## config.mk

```make
export PLATFORM = sky130hd
export DESIGN_NAME = key_click_decoder
export DESIGN_NICKNAME = d
export VERILOG_FILES = /design/src/rtl/key_pkg.sv /design/src/rtl/key_click_decoder.sv
export SDC_FILE = /design/constraint.sdc
export NUM_CORES = 1
export LEC_CHECK = 0
export CORE_UTILIZATION = 53
export CTS_CLUSTER_SIZE = 14
export DETAILED_ROUTE_END_ITERATION = 6
export GPL_TIMING_DRIVEN = 0
export PLACE_DENSITY = 0.81
export SLEW_MARGIN = 0
export SYNTH_ARGS = -nofsm -noshare
export SYNTH_HDL_FRONTEND = slang
export SYNTH_SLANG_ARGS = --single-unit
```

## constraint.sdc

```tcl
create_clock -name sys_clk -period 1.87 [get_ports sys_clk]
set_input_delay 0.2805 -clock sys_clk [delete_from_list [all_inputs] [get_ports sys_clk]]
set_output_delay 0.2805 -clock sys_clk [all_outputs]
set_load 0.01 [all_outputs]
```

## src/rtl/key_pkg.sv

```systemverilog
// Shared constants for the key input path: click FSM state encoding and the
// default timing windows used by key_filter and key_click_decoder.
package key_pkg;

  // Click burst state: no burst, one press seen, two presses seen.
  typedef enum logic [1:0] {
    IDLE  = 2'd0,
    WAIT1 = 2'd1,
    WAIT2 = 2'd2
  } click_state_t;

  // Inter-press window: 500 ms at 50 MHz, and a short value for simulation.
  localparam logic [24:0] CNT_WIN_500MS = 25'd24_999_999;
  localparam int          CNT_WIN_SIM   = 20;

  // key_filter debounce defaults: 20 ms at 50 MHz, and a short value for simulation.
  localparam logic [19:0] CNT_MAX_20MS  = 20'd999_999;
  localparam int          CNT_MAX_SIM   = 10;

  // Number of presses counted in the open burst for a given state.
  function automatic logic [1:0] state_num(input click_state_t s);
    case (s)
      WAIT1:   state_num = 2'd1;
      WAIT2:   state_num = 2'd2;
      default: state_num = 2'd0;
    endcase
  endfunction

endpackage

```

## src/rtl/key_click_decoder.sv

```systemverilog
// Classifies bursts of debounced key presses as single, double or triple
// clicks using a programmable inter-press window. One registered one-cycle
// pulse per burst, plus a registered view of the burst in progress.
//
// Handshake: key_flag is a one-cycle strobe with no back-pressure; every
// cycle it is high counts as one press. The click pulses are one-cycle
// strobes with no ready; downstream must sample them on the cycle they occur.
module key_click_decoder
  import key_pkg::*;
#(
  parameter int               CNT_W   = 25,
  parameter logic [CNT_W-1:0] CNT_WIN = CNT_W'(CNT_WIN_500MS)
) (
  input  logic       sys_clk,
  input  logic       sys_rst,
  input  logic       key_flag,
  output logic       single_click,
  output logic       double_click,
  output logic       triple_click,
  output logic       click_busy,
  output logic [1:0] click_num
);

  click_state_t     state, state_next;
  logic [CNT_W-1:0] win_cnt, win_cnt_next;
  logic             single_next, double_next, triple_next;

  // State, window counter and all outputs registered together; reset drops any open burst.
  always_ff @(posedge sys_clk or posedge sys_rst) begin
    if (sys_rst) begin
      state        <= IDLE;
      win_cnt      <= '0;
      single_click <= 1'b0;
      double_click <= 1'b0;
      triple_click <= 1'b0;
      click_busy   <= 1'b0;
      click_num    <= 2'd0;
    end else begin
      state        <= state_next;
      win_cnt      <= win_cnt_next;
      single_click <= single_next;
      double_click <= double_next;
      triple_click <= triple_next;
      click_busy   <= (state_next != IDLE);
      click_num    <= state_num(state_next);
    end
  end

  // Next state, window count and click pulses. A press on the window's last
  // cycle takes priority over the timeout, so it still extends the burst.
  always_comb begin
    state_next   = state;
    win_cnt_next = win_cnt;
    single_next  = 1'b0;
    double_next  = 1'b0;
    triple_next  = 1'b0;
    case (state)
      IDLE: begin
        win_cnt_next = '0;
        if (key_flag) begin
          state_next = WAIT1;
        end
      end
      WAIT1: begin
        if (key_flag) begin
          state_next   = WAIT2;
          win_cnt_next = '0;
        end else if (win_cnt == CNT_WIN) begin
          single_next  = 1'b1;
          state_next   = IDLE;
          win_cnt_next = '0;
        end else begin
          win_cnt_next = win_cnt + CNT_W'(1);
        end
      end
      WAIT2: begin
        if (key_flag) begin
          triple_next  = 1'b1;
          state_next   = IDLE;
          win_cnt_next = '0;
        end else if (win_cnt == CNT_WIN) begin
          double_next  = 1'b1;
          state_next   = IDLE;
          win_cnt_next = '0;
        end else begin
          win_cnt_next = win_cnt + CNT_W'(1);
        end
      end
      default: begin
        state_next   = IDLE;
        win_cnt_next = '0;
      end
    endcase
  end

endmodule

```

==> results.md, run 1 <==
* Hold-fix buffers, CTS at 0
* Crit Path Class: reg2reg
* Site Rows at 20
* Worst relative slew slack at 0.681
* Largest net degree at the start of global routing at 34
* Placed cell count at 227
* Yosys top cell area share at 0.481
* Worst Skew at 8.54 ps
* Global-route total usage across every layer at 0.245
* Residual DRC count at 0
* Die width at 58.9 µm
* Slew Limit Fails at 0
* Crit. End Element: register
* Worst Hold Class: in2async
* First-pass GRT wire length at 6.18 mm
* Mapped Nets at 184
* Final core occ at 0.719
* Antenna fix cells at 0
* Post-Syn Area per Cell at 9.75 µm²
* Slew at the pin with the worst max-slew slack at 476 ps
* Post-place setup slack at -284 ps
* Avg WL per Cell at 15.4 µm
* CTS root buf: clkbuf_4
* CP max-delay cell: or4_1
* PwrDens at 825 nW/µm²
* Num Clock Sinks at 33
* Fin crit period at 1860 ps
* Drt initial violations at 100
* Final hold slack at 202 ps
* Clock tree buffer depth at 2
* Initial antenna violation count at 0
* CP top delay family: simple AND/OR/NAND/NOR gates
* IO Count at 9
* Starting Density at 0.562
* Synthesized flop and latch total at 33
* Layout fillers at 217
* Htree depth at 2
* Maximum vdd drop at 0.541 mV
* LEAKAGE at 0.868 nW
* Power, Total at 1.81 mW
* WP data arrival at 2140 ps
* Critical-path maximum fanout at 9
* Setup crit start kind: register
* Via count at 1444
* Storage cell area at 833 µm²
* Post-route ant nets at 0
* Data required time at the worst endpoint at 2150 ps
* Cell Area, Synth at 1720 µm²
* Clock latency on the worst-skew pair at 340 ps
* Synth cell types at 35
* Final worst slack at 9.70 ps
* IO buf count at 7
* Fmax at 0.538 GHz
* Core Box Area at 3050 µm²
* Synth warn at 0
* Max-cap viol count at 0
* Area occupied by multi-input gates at 895 µm²
* Share of cells above drive strength 1 at 0.252
* Bufs and invs on worst path at 1
* P&R area growth vs syn at 27.9%
* Final Hold Fails at 0
* Cell Count, Final, Fillers Out at 254
* Die H at 58.9 µm
* GR Overflow Total at 0
* Status: finished clean
* RSZ-0062 raised after global routing: yes
* Worst-path clk slew at 100 ps
* Nets at 217
* Cells after Synth at 176
* Finish-stage setup viols at 0
* Routed WL at 3.92 mm
* Sequential-to-total area share from yosys stat at 0.481
* DRT Pass-1 Iters at 4
* Worst-path cell chain: ha_4 -> nand4_4 -> or3_4 -> buf_6 -> or4_1 -> a21oi_1
* Vias per cell at 5.69
* Final period utilization at 0.995
* Synth area leaders: dfrtp_1 (48%), xnor2_1 (5.6%), nor2_1 (4.8%)
* Slowest Stage Delay on Critical Path at 460 ps
* GPL Wtd Cong at 0.831
* Final HPWL DP at 2.35 mm
* Cell taking the most area after synthesis: dfrtp_1
* CTS tree: built
* Vias in the first global route at 1383
* DIE AREA at 3470 µm²
* TritonCTS Buffers at 5
-- logic make-up (layout without fill, tap and decap cells) --
logic type,count (synthesis),after routing,synth area share
xor+xnor,14,14,0.0715
compound gates,29,29,0.102
fa+ha+maj,5,5,0.0365
mux,1,1,0.00584
flops,33,33,0.481
simple gates,79,79,0.261
buf+inv,15,49,0.0416
-- per-layer routing --
layer	GRT usage	up-vias	part of all wire
met1	0.294	707	0.42
met3	0.0484	10	0.044
li1	-	691	-
met5	0	-	0
met2	0.420	36	0.51
met4	0.119	0	0.019
-- placed cells by master (no fill, tap or decap), drive strengths merged, types with 2 or more instances in the layout --
master          n
xnor2          11
clkdlybuf4s50   7
clkbuf          9
nor4b           2
nor2           22
nand2           9
xor2            3
a21oi          13
and2            4
nor3            5
buf            24
clkinv          2
nor4            3
o21ai           6
dfrtp          33
and4            3
or3             4
or4             7
nand3           8
inv             7
nand4           8
o31ai           6
ha              5
-- worst paths after layout --
kind,start,slack [ps],to,depth (start not counted)
setup / recovery,win_cnt[0],10,win_cnt[24],6
hold / removal,sys_rst,200,win_cnt[22],2
setup reg to reg,win_cnt[0],10,win_cnt[24],6
hold reg to reg,win_cnt[24],570,win_cnt[24],2
max in group asynchronous,sys_rst,1230,win_cnt[1],3
min in group sys_clk,key_flag,350,triple_click,2
-- sequential cells by signal, summed over array words and instances, names as in the netlist --
signal / count
win_cnt: 25
single_click: 1
click_busy: 1
click_num: 2
double_click: 1
triple_click: 1
state: 2
-- metrics by stage --
step           TNS, ps  instance area, µm²
2_1_floorplan        0                1740
3_3_place_gp     -4150                1870
3_5_place_dp     -5410                1870
4_1_cts              0                2140
5_1_grt           -291                2190
6_report             0                2190
-- synth_stat cells --
library cell and count:
nor3_1 5, nor4_1 3, nand3_1 7, nand2_1 9, and4_1 3, mux2i_1 1, a211oi_1 1, ha_1 5
a21oi_1 13, and2b_2 1, or4_1 7, dfrtp_1 33, nor4b_1 2, buf_4 1, nor3b_1 1, o21bai_1 1
inv_1 8, xor2_1 3, o21ai_2 1, xnor2_1 11, nor4bb_1 1, buf_2 2, nand3_2 1, o21ai_0 5
nand4_1 6, dlymetal6s2s_1 1, o31ai_1 6, o32ai_1 1, and2_1 4, clkbuf_1 3, a21boi_0 1, nand4_2 2
nor2_1 22, or3_1 4, nand3b_1 1
-- where the power goes --
part / total [mW] / internal, mW / switching, mW / leakage, nW
combinational: 0.518 / 0.225 / 0.293 / 0.382
clock: 0.456 / 0.218 / 0.238 / 0.0413
sequential: 0.836 / 0.782 / 0.0543 / 0.444
total: 1.81 / 1.22 / 0.586 / 0.868
-- what timing repair did --
action,4_1_cts,5_1_grt
setup buffers,17,2
endpoints found under the setup margin,24,29
gates cloned,0,0
gates resized for setup,19,7
pin swaps,7,3
-- area by class of cell --
class | instances | area share
multi-input cells | 128 | 0.408
flip-flops and latches | 33 | 0.380
repair buffers | 27 | 0.121
clock buffers | 7 | 0.0296
well taps | 44 | 0.0251
plain buffers | 6 | 0.0211
inverters | 8 | 0.0137
clock inverters | 1 | 0.00228
Note: power is estimated with default switching activity, not from simulation.
==> run 2: changes to the inputs <==
CORE_UTILIZATION = 44   (was 53)
CTS_CLUSTER_DIAMETER = 60   (was not set)
PLACE_DENSITY = 0.7   (was 0.81)
SLEW_MARGIN = not set   (was 0)
==> run 2 against run 1 <==
Net effect: the run now ends with negative setup slack left; count of clock-buffer cells in the layout unchanged; critical endpoint is now win_cnt[21]; sequential power decreased by 1%; register-to-register slack got worse by 50 ps.
==> results.md, run 2 (synthesis gave the netlist of run 1 again) <==
* Critical-path maximum fanout at 10 (+1)
* PwrDens at 883 nW/µm² (+7.0%)
* Slew at the pin with the worst max-slew slack at 430 ps (-46.5 ps)
* Setup crit start kind: register
* Num Clock Sinks at 33 (unchanged)
* Nets at 217 (unchanged)
* Final period utilization at 1.02 (+0.0286)
* Fmax at 0.523 GHz (-2.8%)
* Setup TNS at -47.7 ps (-47.7 ps)
* Antenna fix cells at 0 (unchanged)
* Slew Limit Fails at 0 (unchanged)
* Crit. End Element: register
* Hold-fix buffers, CTS at 0 (unchanged)
* Max-cap viol count at 0 (unchanged)
* Worst-path cell chain: buf_6 -> nand2_1 -> or4_4 -> buf_6 -> or4_1 -> a21oi_2
* Cell Count, Final, Fillers Out at 258 (+1.6%)
* Cell area after layout at 2210 µm² (+0.74%)
* GR Overflow Total at 0 (unchanged)
* Post-route ant nets at 0 (unchanged)
* LEAKAGE at 0.870 nW (+0.30%)
* CTS root buf: clkbuf_8
* Site Rows at 22 (+10%)
* Final core occ at 0.599 (-0.119)
* CP max-delay cell: or4_4
* Crit-path most repeated cell: buf_6
* Final Hold Fails at 0 (unchanged)
* RSZ-0062 raised after global routing: yes
* Worst Skew at 6.32 ps (-2.22 ps)
* Starting Density at 0.465 (-0.0968)
* Commonest non-fill, non-tap cell in the layout: dfrtp_1
* Final HPWL DP at 2.45 mm (+4.4%)
* DIE AREA at 4150 µm² (+20%)
* Largest register FFs at 25 (unchanged)
* Layout fillers at 302 (+39%)
* IO Count at 9 (unchanged)
* Die width at 64.4 µm (+9.4%)
* Maximum vdd drop at 0.471 mV (-13%)
* Clock tree buffer depth at 2 (unchanged)
* IO buf count at 7 (unchanged)
* TritonCTS Buffers at 5 (unchanged)
* Worst-path clk slew at 60 ps (-40 ps)
* Residual DRC count at 0 (unchanged)
* Drt initial violations at 70 (-30%)
* Avg WL per Cell at 15.5 µm (+0.44%)
* Finish-stage setup viols at 2 (+2)
* Die H at 64.4 µm (+9.4%)
* DRT Pass-1 Iters at 4 (unchanged)
* Placed cell count at 231 (+1.8%)
* Biggest register: win_cnt
* Failing checks: negative setup slack
* First-pass GRT wire length at 6.65 mm (+7.6%)
* WP data arrival at 2130 ps (about the same)
* GPL Wtd Cong at 0.763 (-8.2%)
* Data required time at the worst endpoint at 2080 ps (-70 ps)
* Share of cells above drive strength 1 at 0.248 (-0.00476)
* Routed WL at 4.00 mm (+2.0%)
* Top Registers: win_cnt: 25 flops, click_num: 2 flops, state: 2 flops
* Worst Hold Class: in2async
* Most frequent cells in the layout: dfrtp_1 (27), nor2_1 (22), buf_4 (19)
* Cell Area, Placed at 1870 µm² (+0.27%)
* Global-route total usage across every layer at 0.215 (-0.0301)
* Vias in the first global route at 1530 (+11%)
* Slowest Stage Delay on Critical Path at 490 ps (+30 ps)
* P&R area growth vs syn at 28.9%
* Fin crit period at 1910 ps (+53.5 ps)
* Crit Path Class: reg2reg
* CTS tree: built
* Final worst slack at -43.8 ps (-53.5 ps)
* Via count at 1476 (+2.2%)
* Clock latency on the worst-skew pair at 280 ps (-60 ps)
* Worst relative slew slack at 0.712 (+0.0312)
* Htree depth at 2 (unchanged)
* Vias per cell at 5.72 (+0.63%)
* Largest net degree at the start of global routing at 34 (unchanged)
* Status: complete, but fails checks
* Core Box Area at 3690 µm² (+21%)
* Final hold slack at 254 ps (+52.1 ps)
* Initial antenna violation count at 0 (unchanged)
==> run 2: path summary, 6_finish.rpt <==
path,depth (start not counted),to,startpoint,slack [ps]
min in group sys_clk,2,triple_click,key_flag,430
min,2,win_cnt[20],sys_rst,250
max,6,win_cnt[21],win_cnt[1],-40
max reg2reg,6,win_cnt[21],win_cnt[1],-40
max in group asynchronous,3,win_cnt[8],sys_rst,1190
min reg2reg,2,win_cnt[23],win_cnt[23],600
==> run 2: critical path, delay by kind of cell (launching register included) <==
family	cells	cell delay (ps)
flip-flops	1	410
AO/OA/AOI/OAI	1	140
AND/OR/NAND/NOR	3	1020
buffers and inverters	2	280
==> run 2: timing repair <==
action                                  CTS  global route
buffers inserted                         16             3
gates cloned                              0             0
endpoints found under the setup margin   23            28
pin swaps                                 8             4
gates resized for setup                  13            17
endpoints found under the hold margin     0             0
==> run 2: layer usage <==
layer	vias up	wire (µm)	global-route usage
met5	-	0	0
met1	727	1620	0.226
li1	694	-	-
met2	47	2110	0.392
met4	0	86	0.103
met3	8	183	0.0599
==> run 2: cell type report <==
class                      instances  area, µm²  share of cell area
buffer                             6       46.3              0.0209
inverter                           8       30.0              0.0136
timing repair buffer              27        244               0.110
multi-input combinational        128        896               0.405
sequential                        33        833               0.377
tap                               48       60.1              0.0272
clock buffer                       7       96.3              0.0436
clock inverter                     1       5.00             0.00226
==> run 2: stage by stage <==
stage / setup WS (ps) / power [mW]
2_1_floorplan: 7.92 / 1.13
3_3_place_gp: -175 / 1.25
3_5_place_dp: -230 / 1.28
4_1_cts: 0.276 / 1.93
5_1_grt: -79.9 / 2.07
6_report: -43.8 / 1.95
==> run 2: where the power goes <==
part | internal [mW] | leakage, nW | switching (mW)
Clock | 0.332 | 0.0542 | 0.250
Combinational | 0.236 | 0.372 | 0.305
Sequential | 0.782 | 0.444 | 0.0460
==> run 3: changes to the inputs <==
CTS_BUF_LIST = sky130_fd_sc_hd__clkbuf_8 sky130_fd_sc_hd__clkbuf_16   (was not set)
==> results of run 3 <==
Same layout as run 2: the final DEF is identical, and so are final timing and power.
